File: src/rtl/spinet_ring_arbiter_if.sv
// Request/grant bundle between the ring nodes and the transmit-slot arbiter.
// No latency of its own; it is plain wiring.
// No backpressure; grants are held until done, timeout or mask revoke.
interface spinet_ring_arbiter_if #(
  parameter int N    = 8,
  parameter int IDXW = 3
);
  logic [N-1:0]    req;
  logic            done;
  logic            mask_we;
  logic [N-1:0]    mask_wdata;
  logic [N-1:0]    grant;
  logic [IDXW-1:0] grant_idx;
  logic            busy;
  logic            timeout_pulse;
  logic [N-1:0]    mask;
  logic [7:0]      tmo_count;

  // Requester / software side drives requests and mask writes.
  modport master (
    output req, done, mask_we, mask_wdata,
    input  grant, grant_idx, busy, timeout_pulse, mask, tmo_count
  );

  // Arbiter side.
  modport slave (
    input  req, done, mask_we, mask_wdata,
    output grant, grant_idx, busy, timeout_pulse, mask, tmo_count
  );
endinterface

File: src/rtl/spinet_ring_arbiter.sv
// Round-robin transmit-slot scheduler granting one ring node at a time.
// Latency: grant registered one cycle after an eligible request in IDLE.
// Backpressure: grant held until done, timeout or mask clear; GAP idle cycles follow.
module spinet_ring_arbiter #(
  parameter int N       = 8,
  parameter int IDXW    = 3,
  parameter int TMOW    = 8,
  parameter int TIMEOUT = 200,
  parameter int GAP     = 2
) (
  input  logic                clk,
  input  logic                rst,
  spinet_ring_arbiter_if.slave bus
);

  localparam int GW = (GAP > 1) ? $clog2(GAP) : 1;

  typedef enum logic [1:0] {IDLE, GRANT, GUARD} state_t;

  state_t          state;
  logic [TMOW-1:0] timer;
  logic [GW-1:0]   gcnt;
  logic [IDXW-1:0] last;
  logic [N-1:0]    mask_q;
  logic [N-1:0]    grant_q;
  logic [IDXW-1:0] idx_q;
  logic            busy_q;
  logic            tpulse_q;
  logic [7:0]      tmo_q;

  logic [N-1:0]    elig;
  logic            pick_vld;
  logic [IDXW-1:0] pick_idx;

  assign elig = bus.req & mask_q;

  // Rotating priority scan starting just after the last winner.
  always_comb begin
    int c;
    c        = 0;
    pick_vld = 1'b0;
    pick_idx = '0;
    for (int i = 1; i <= N; i++) begin
      c = int'(last) + i;
      if (c >= N) c = c - N;
      if (!pick_vld && elig[c[IDXW-1:0]]) begin
        pick_vld = 1'b1;
        pick_idx = IDXW'(c);
      end
    end
  end

  // Software-writable enable mask; arbitration this cycle still sees the old value.
  always_ff @(posedge clk or negedge rst) begin
    if (!rst) begin
      mask_q <= '1;
    end else if (bus.mask_we) begin
      mask_q <= bus.mask_wdata;
    end
  end

  // Grant FSM: pick, hold until done / timeout / mask clear, then guard gap.
  always_ff @(posedge clk or negedge rst) begin
    if (!rst) begin
      state    <= IDLE;
      timer    <= '0;
      gcnt     <= '0;
      last     <= IDXW'(N - 1);
      grant_q  <= '0;
      idx_q    <= '0;
      busy_q   <= 1'b0;
      tpulse_q <= 1'b0;
      tmo_q    <= '0;
    end else begin
      tpulse_q <= 1'b0;
      case (state)
        IDLE: begin
          if (pick_vld) begin
            grant_q <= {{(N-1){1'b0}}, 1'b1} << pick_idx;
            idx_q   <= pick_idx;
            busy_q  <= 1'b1;
            last    <= pick_idx;
            timer   <= '0;
            state   <= GRANT;
          end
        end
        GRANT: begin
          timer <= timer + TMOW'(1);
          // done and mask revoke both beat a coinciding timer expiry.
          if (bus.done || !mask_q[idx_q]) begin
            grant_q <= '0;
            busy_q  <= 1'b0;
            gcnt    <= '0;
            state   <= GUARD;
          end else if (timer == TMOW'(TIMEOUT - 1)) begin
            grant_q  <= '0;
            busy_q   <= 1'b0;
            gcnt     <= '0;
            tpulse_q <= 1'b1;
            if (tmo_q != 8'hFF) tmo_q <= tmo_q + 8'd1;
            state    <= GUARD;
          end
        end
        GUARD: begin
          if (gcnt == GW'(GAP - 1)) begin
            state <= IDLE;
          end else begin
            gcnt <= gcnt + GW'(1);
          end
        end
        default: state <= IDLE;
      endcase
    end
  end

  assign bus.grant         = grant_q;
  assign bus.grant_idx     = idx_q;
  assign bus.busy          = busy_q;
  assign bus.timeout_pulse = tpulse_q;
  assign bus.mask          = mask_q;
  assign bus.tmo_count     = tmo_q;

endmodule

File: src/flat_wrapper.sv
// flat-port wrapper written by rule: the top's interface ports become plain ports
module spinet_ring_arbiter_flat 
#(
  parameter int N       = 8,
  parameter int IDXW    = 3,
  parameter int TMOW    = 8,
  parameter int TIMEOUT = 200,
  parameter int GAP     = 2
)
  (clk, rst, bus_req, bus_done, bus_mask_we, bus_mask_wdata, bus_grant, bus_grant_idx, bus_busy, bus_timeout_pulse, bus_mask, bus_tmo_count);
  spinet_ring_arbiter_if #(.N(N), .IDXW(IDXW)) bus_i ();
  input  logic clk;
  input  logic rst;
  input wire logic [$bits(bus_i.req)-1:0] bus_req;
  input wire logic [$bits(bus_i.done)-1:0] bus_done;
  input wire logic [$bits(bus_i.mask_we)-1:0] bus_mask_we;
  input wire logic [$bits(bus_i.mask_wdata)-1:0] bus_mask_wdata;
  output wire logic [$bits(bus_i.grant)-1:0] bus_grant;
  output wire logic [$bits(bus_i.grant_idx)-1:0] bus_grant_idx;
  output wire logic [$bits(bus_i.busy)-1:0] bus_busy;
  output wire logic [$bits(bus_i.timeout_pulse)-1:0] bus_timeout_pulse;
  output wire logic [$bits(bus_i.mask)-1:0] bus_mask;
  output wire logic [$bits(bus_i.tmo_count)-1:0] bus_tmo_count;
  assign bus_i.req = bus_req;
  assign bus_i.done = bus_done;
  assign bus_i.mask_we = bus_mask_we;
  assign bus_i.mask_wdata = bus_mask_wdata;
  assign bus_grant = bus_i.grant;
  assign bus_grant_idx = bus_i.grant_idx;
  assign bus_busy = bus_i.busy;
  assign bus_timeout_pulse = bus_i.timeout_pulse;
  assign bus_mask = bus_i.mask;
  assign bus_tmo_count = bus_i.tmo_count;
  spinet_ring_arbiter #(.N(N), .IDXW(IDXW), .TMOW(TMOW), .TIMEOUT(TIMEOUT), .GAP(GAP)) u_core (.clk(clk), .rst(rst), .bus(bus_i));
endmodule
File: config.mk
export PLATFORM = sky130hd
export DESIGN_NAME = spinet_ring_arbiter_flat
export DESIGN_NICKNAME = d
export VERILOG_FILES = /design/src/rtl/spinet_ring_arbiter_if.sv /design/src/rtl/spinet_ring_arbiter.sv /design/src/flat_wrapper.sv
export SDC_FILE = /design/constraint.sdc
export NUM_CORES = 1
export LEC_CHECK = 0
export ABC_AREA = 1
export CAP_MARGIN = 30
export CELL_PAD_IN_SITES_DETAIL_PLACEMENT = 1
export CELL_PAD_IN_SITES_GLOBAL_PLACEMENT = 1
export CORE_ASPECT_RATIO = 0.7
export CORE_MARGIN = 2
export CORE_UTILIZATION = 42
export CTS_CLUSTER_DIAMETER = 100
export DETAILED_ROUTE_END_ITERATION = 6
export PLACE_DENSITY_LB_ADDON = 0.1
export REMOVE_ABC_BUFFERS = 1
export SLEW_MARGIN = 30
export SYNTH_ARGS = -nofsm -noshare
export SYNTH_HDL_FRONTEND = slang
export SYNTH_SLANG_ARGS = --single-unit
File: constraint.sdc
create_clock -name clk -period 5.5 [get_ports clk]
set_clock_uncertainty 0.05 [all_clocks]
set_input_delay 0.55 -clock clk [delete_from_list [all_inputs] [get_ports clk]]
set_output_delay 0.55 -clock clk [all_outputs]
set_load 0.02 [all_outputs]
==> results.toml, run 1 <==
[cells_and_area]
fin_nets = 443
final_cells = 511
area_growth_pct = 22.4
antennaDiodeCount = 0
drive_above_1_share = 0.158

[cts]
cts-htree-levels = 2
cts_tree = "yes"
clk_latency_ps = 300
clockBufferDepth = 2
numCtsBuffers = 5
cts_root_buf = "clkbuf_8"
postCtsHoldBufs = 0
path_clk_slew_ps = 80
post_cts_buffers = 0
cts_sinks = 43
cts.repair.resized = 0

[logic_synthesis]
async_flop_share = 1.00
synthCells = 369
syn_area_um2 = 2880
synthMostInstantiatedCell = "nand2_1"
synth-seq-cells = 43
synth_area_leaders = "dfrtp_1, nand2_1, dfstp_2"
syn_avg_cell_area_um2 = 7.79
synth_warnings = 0
synth_edf_count = 0
synth_ff_type = "dfrtp_1"
synth_seq_area_share = 0.379
netlist.area_leader.share = 0.279
yosys.area.top_type = "dfrtp_1"
synth_cell_type_count = 40
synthTopCellsByCount = "nand2_1, nand3_1, dfrtp_1, inv_1, nor2_1"

[power]
vdd_drop_max_mv = 0.258
p_per_area_nw_per_um2 = 643
leakage_nw = 1.61

[timing]
worst_pin_slew_ps = 542
min_period_over_period = 0.612
slew_viol_final = 0
finalHoldViolCount = 0
fin_tns_setup_ps = 0
setup_viol = 0
rsz0062_at_grt = "no"
min_period_ps = 3370
clock.fmax_ghz = 0.297
max_slew_margin = 0.637

[die]
dieHeight_um = 73.2
coreArea_um2 = 6690
num_rows = 25
die_area_um2 = 7530
die_width_um = 103
io_pins = 49
initial_core_util = 0.430

[placement]
dp.cells = 503
gp_congestion = 0.903
io_buffers = 48
dp_hpwl_um = 6070

[setup_path]
crit_buf_inv = 3
cp-end-kind = "flip-flop"
arrival_ps = 3500
cpPeakStageDelay_ps = 680
critPathKind = "flip-flop to flip-flop"
cp_slowest_cell = "dfstp_2"
start_kind = "flip-flop"
crit_fanout = 15
path_cells = "clkinv_1, ha_1, clkinv_1, nand3_1, and2_1, nand2_1, o21ai_1, inv_1, nand3_2, nand2_2, o21ai_4, nand2_4, nand2_1, o21ai_1"
required_ps = 5640
critPathTopFamily = "simple AND/OR/NAND/NOR gates"

[detailed_routing]
wl_um = 7700
avgViaCountPerCell = 5.14
remaining_drc_errors = 0
ant_nets = 0
wl_per_cell_um = 15.1
vias = 2627
dr.first_iter.drc_count = 90
dr.pass1.iters = 4

[grt]
grt_pass1_vias = 2689
grt_overflow = 0
antenna_found_initial = 0
grt_pass1_wl_um = 12900
grt_max_degree = 44
gr-usage-all-layers = 0.224

[run]
drv_cap = 0

[run_status]
status = "completed"

[min_path]
hold_class = "primary input to asynchronous set/reset pin"
## flip-flops by register name, summed over array words and instances (netlist names)
| name | flops |
|---|---|
| u_core.bus.grant_idx | 3 |
| u_core.bus.mask | 8 |
| u_core.bus.timeout_pulse | 1 |
| u_core.last | 3 |
| u_core.bus.busy | 1 |
| u_core.bus.tmo_count | 8 |
| u_core.timer | 8 |
| u_core.state | 2 |
| u_core.bus.grant | 8 |
| u_core.gcnt | 1 |
## worst register-to-register path, delay by kind of cell (launching register included)
family | cells | cell delay (ps)
and+or+nand+nor | 7 | 850
adders and majority gates | 1 | 530
DFF | 1 | 680
buffers and inverters | 3 | 690
AOI/OAI and AO/OA | 3 | 460
## power breakdown
part / total, W / switching [W] / internal (W)
registers: 0.000488 / 0.0000867 / 0.000401
clock network: 0.000248 / 0.000112 / 0.000135
logic: 0.00153 / 0.00106 / 0.000472
total: 0.00226 / 0.00126 / 0.00101
## metal layers
metal,up-vias,wire (um),track usage
li1,1322,-,-
met1,1252,3960,0.327
met2,47,3350,0.343
met3,6,336,0.0517
met4,0,55,0.0395
met5,-,0,0
## cell type report
type / count / area (um2)
inverter: 41 / 154
fill: 856 / 3170
sequential: 43 / 1090
clock buffer: 5 / 68.8
multi-input combinational: 277 / 1570
timing repair buffer: 48 / 478
clock inverter: 3 / 42.5
tap: 94 / 118
## path summary, 6_finish.rpt
path / start / to / slack, ps / depth (start not counted)
max: u_core.last[1] / u_core.bus.grant[3] / 2130 / 14
min: rst / u_core.bus.grant[1] / 180 / 1
max reg2reg: u_core.last[1] / u_core.bus.grant[3] / 2130 / 14
min reg2reg: u_core.bus.grant[0] / u_core.bus.grant[0] / 440 / 2
max in group asynchronous: rst / u_core.bus.mask[6] / 4830 / 1
min in group clk: u_core.bus.grant[0] / u_core.bus.grant[0] / 440 / 2
## placed cells by master (no fill, tap or decap), drive strengths merged, types with 3 or more instances in the layout
| cell | count |
|---|---|
| a21oi | 9 |
| clkbuf | 5 |
| clkdlybuf4s50 | 47 |
| clkinv | 3 |
| dfrtp | 32 |
| dfstp | 11 |
| ha | 7 |
| inv | 40 |
| mux2 | 5 |
| nand2 | 103 |
| nand3 | 59 |
| nand4 | 15 |
| nor2 | 25 |
| nor3 | 4 |
| o21ai | 29 |
| xnor2 | 5 |
| xor2 | 6 |
## metrics by stage
| stage | utilization | hold slack, ps | cell area, um2 | power [W] | setup WS (ps) |
|---|---|---|---|---|---|
| after floorplan | - | 204 | 2810 | 0.00161 | 2720 |
| after global placement | 0.509 | 418 | 3410 | 0.00196 | 2360 |
| after detailed placement | 0.509 | 428 | 3410 | 0.00201 | 2200 |
| after CTS | 0.525 | 372 | 3520 | 0.00227 | 2160 |
| after global routing | 0.526 | 205 | 3520 | 0.00249 | 1810 |
| final | 0.526 | 178 | 3520 | 0.00226 | 2130 |
## logic make-up (layout without fill, tap and decap cells)
kind of cell	Yosys count	in the layout	share of synthesized area
flops	43	43	0.379
mux	5	5	0.0196
fa+ha+maj	7	7	0.0305
simple gates	212	212	0.366
compound gates	42	42	0.0914
xor+xnor	11	11	0.0387
buf+inv	49	97	0.0753
Power figures use the tool's default switching activity.
==> run 2: changes to the inputs <==
CORE_UTILIZATION = 39   (was 42)
clock period = 3.4 ns   (was 5.5 ns; I/O delays follow)
==> results.toml, run 2 (synthesis results as in run 1) <==
[run_status]
status = "completed"

[timing]
fin_tns_setup_ps = 0
max_slew_margin = 0.629
setup_viol = 0
min_period_ps = 2900
slew_viol_final = 0
worst_pin_slew_ps = 556
rsz0062_at_grt = "no"
finalHoldViolCount = 0
clock.fmax_ghz = 0.344
layout_setup_ws_ps = 497
holdWs_ps = 450
min_period_over_period = 0.854

[grt]
grt_max_degree = 44
grt_overflow = 0
grt_pass1_vias = 2724
antenna_found_initial = 0
grt_pass1_wl_um = 13000
gr-usage-all-layers = 0.202

[run]
drv_cap = 0

[die]
num_rows = 26
die_width_um = 107
die_area_um2 = 8090
dieHeight_um = 75.8
coreArea_um2 = 7220
io_pins = 49
initial_core_util = 0.398

[detailed_routing]
ant_nets = 0
dr.pass1.iters = 4
wl_per_cell_um = 15.0
wl_um = 7800
dr.first_iter.drc_count = 92
avgViaCountPerCell = 5.04
remaining_drc_errors = 0
vias = 2620

[setup_path]
arrival_ps = 3040
cp-end-kind = "flip-flop"
critPathKind = "flip-flop to flip-flop"
required_ps = 3540
crit_fanout = 15
start_kind = "flip-flop"

[cells_and_area]
fin_nets = 448
multi_input_area_um2 = 1570
fill_cells = 917
antennaDiodeCount = 0
final_common_cell = "nand2_1"
stdcell_area_um2 = 3560
final_cell_mix = "nand2_1, nand3_1, clkdlybuf4s50_1"
seqCellArea_um2 = 1090
final_util = 0.494
drive_above_1_share = 0.166
area_growth_pct = 24.0

[placement]
dp_slack_ps = 553
placed_cell_area_um2 = 3440
gp_congestion = 0.884
dp_hpwl_um = 6130
io_buffers = 48

[power]
p_per_area_nw_per_um2 = 1040
leakage_nw = 1.63
vdd_drop_max_mv = 0.387

[cts]
numCtsBuffers = 5
clockBufferDepth = 2
post_cts_buffers = 0
cts_tree = "yes"
cts_root_buf = "clkbuf_8"
cts-htree-levels = 2
clk_latency_ps = 290
path_clk_slew_ps = 90
cts_sinks = 43

[min_path]
hold_class = "flip-flop to flip-flop"
==> run 2: cell count changes in the layout (fill, tap and decap cells not counted), sizes merged <==
cell,delta
buf,+4
dlygate4sd3,+1
==> run 2: final timing paths <==
check / start / endpoint / slack (ps) / cells after the start
min in group asynchronous: rst / u_core.bus.grant_idx[2] / 540 / 2
worst min register to register: u_core.bus.busy / u_core.bus.busy / 450 / 2
worst min-delay path: u_core.bus.busy / u_core.bus.busy / 450 / 2
worst max-delay path: u_core.last[1] / u_core.bus.grant[2] / 500 / 14
worst max register to register: u_core.last[1] / u_core.bus.grant[2] / 500 / 14
max in group asynchronous: rst / u_core.bus.grant[4] / 2370 / 2
==> run 2: layout make-up <==
cell class | count | area share
multi-input combinational | 277 | 0.440
sequential | 43 | 0.306
timing repair buffer | 53 | 0.145
inverter | 41 | 0.0432
tap | 98 | 0.0344
clock buffer | 5 | 0.0193
clock inverter | 3 | 0.0119
==> run 2: repair_timing <==
item | in CTS | in global routing
endpoints found under the hold margin | 2 | 0
hold buffers | 1 | 0
gates resized for setup | 0 | 0
==> run 2: metrics by stage <==
stage	cells	power, W
final	520	0.00371
after global routing	520	0.00410
after detailed placement	511	0.00330
after global placement	511	0.00322
after floorplan	361	0.00260
after CTS	520	0.00372
==> run 2: worst max-delay path, cell delays in order (launching register included) <==
cell and delay, ps:
dfstp_2 540, clkinv_1 70, ha_1 450, clkinv_1 230, nand3_1 170, and2_1 170
nand2_1 50, o21ai_1 160, inv_1 160, nand3_2 100, nand2_2 80, o21ai_4 230
nand2_4 170, nand2_1 110, nand2_1 50
==> run 2: per-layer routing <==
metal  GRT usage  vias to the layer above  wire length, um
met4      0.0260                        0               33
met5           0                        -                0
met1       0.290                     1248             4130
met3      0.0428                        4              323
li1            -                     1320                -
met2       0.327                       48             3320
==> run 2: where the power goes <==
group / leakage [nW] / internal (W) / switching, W
registers: 0.540 / 0.000648 / 0.000102
logic: 1.03 / 0.000792 / 0.00176
clock network: 0.0562 / 0.000219 / 0.000184
total: 1.63 / 0.00166 / 0.00205
==> run 3: changes to the inputs <==
HOLD_SLACK_MARGIN = 0.15   (was unset)
==> results of run 3 <==
No change in the layout: final DEF, timing and power equal those of run 2.
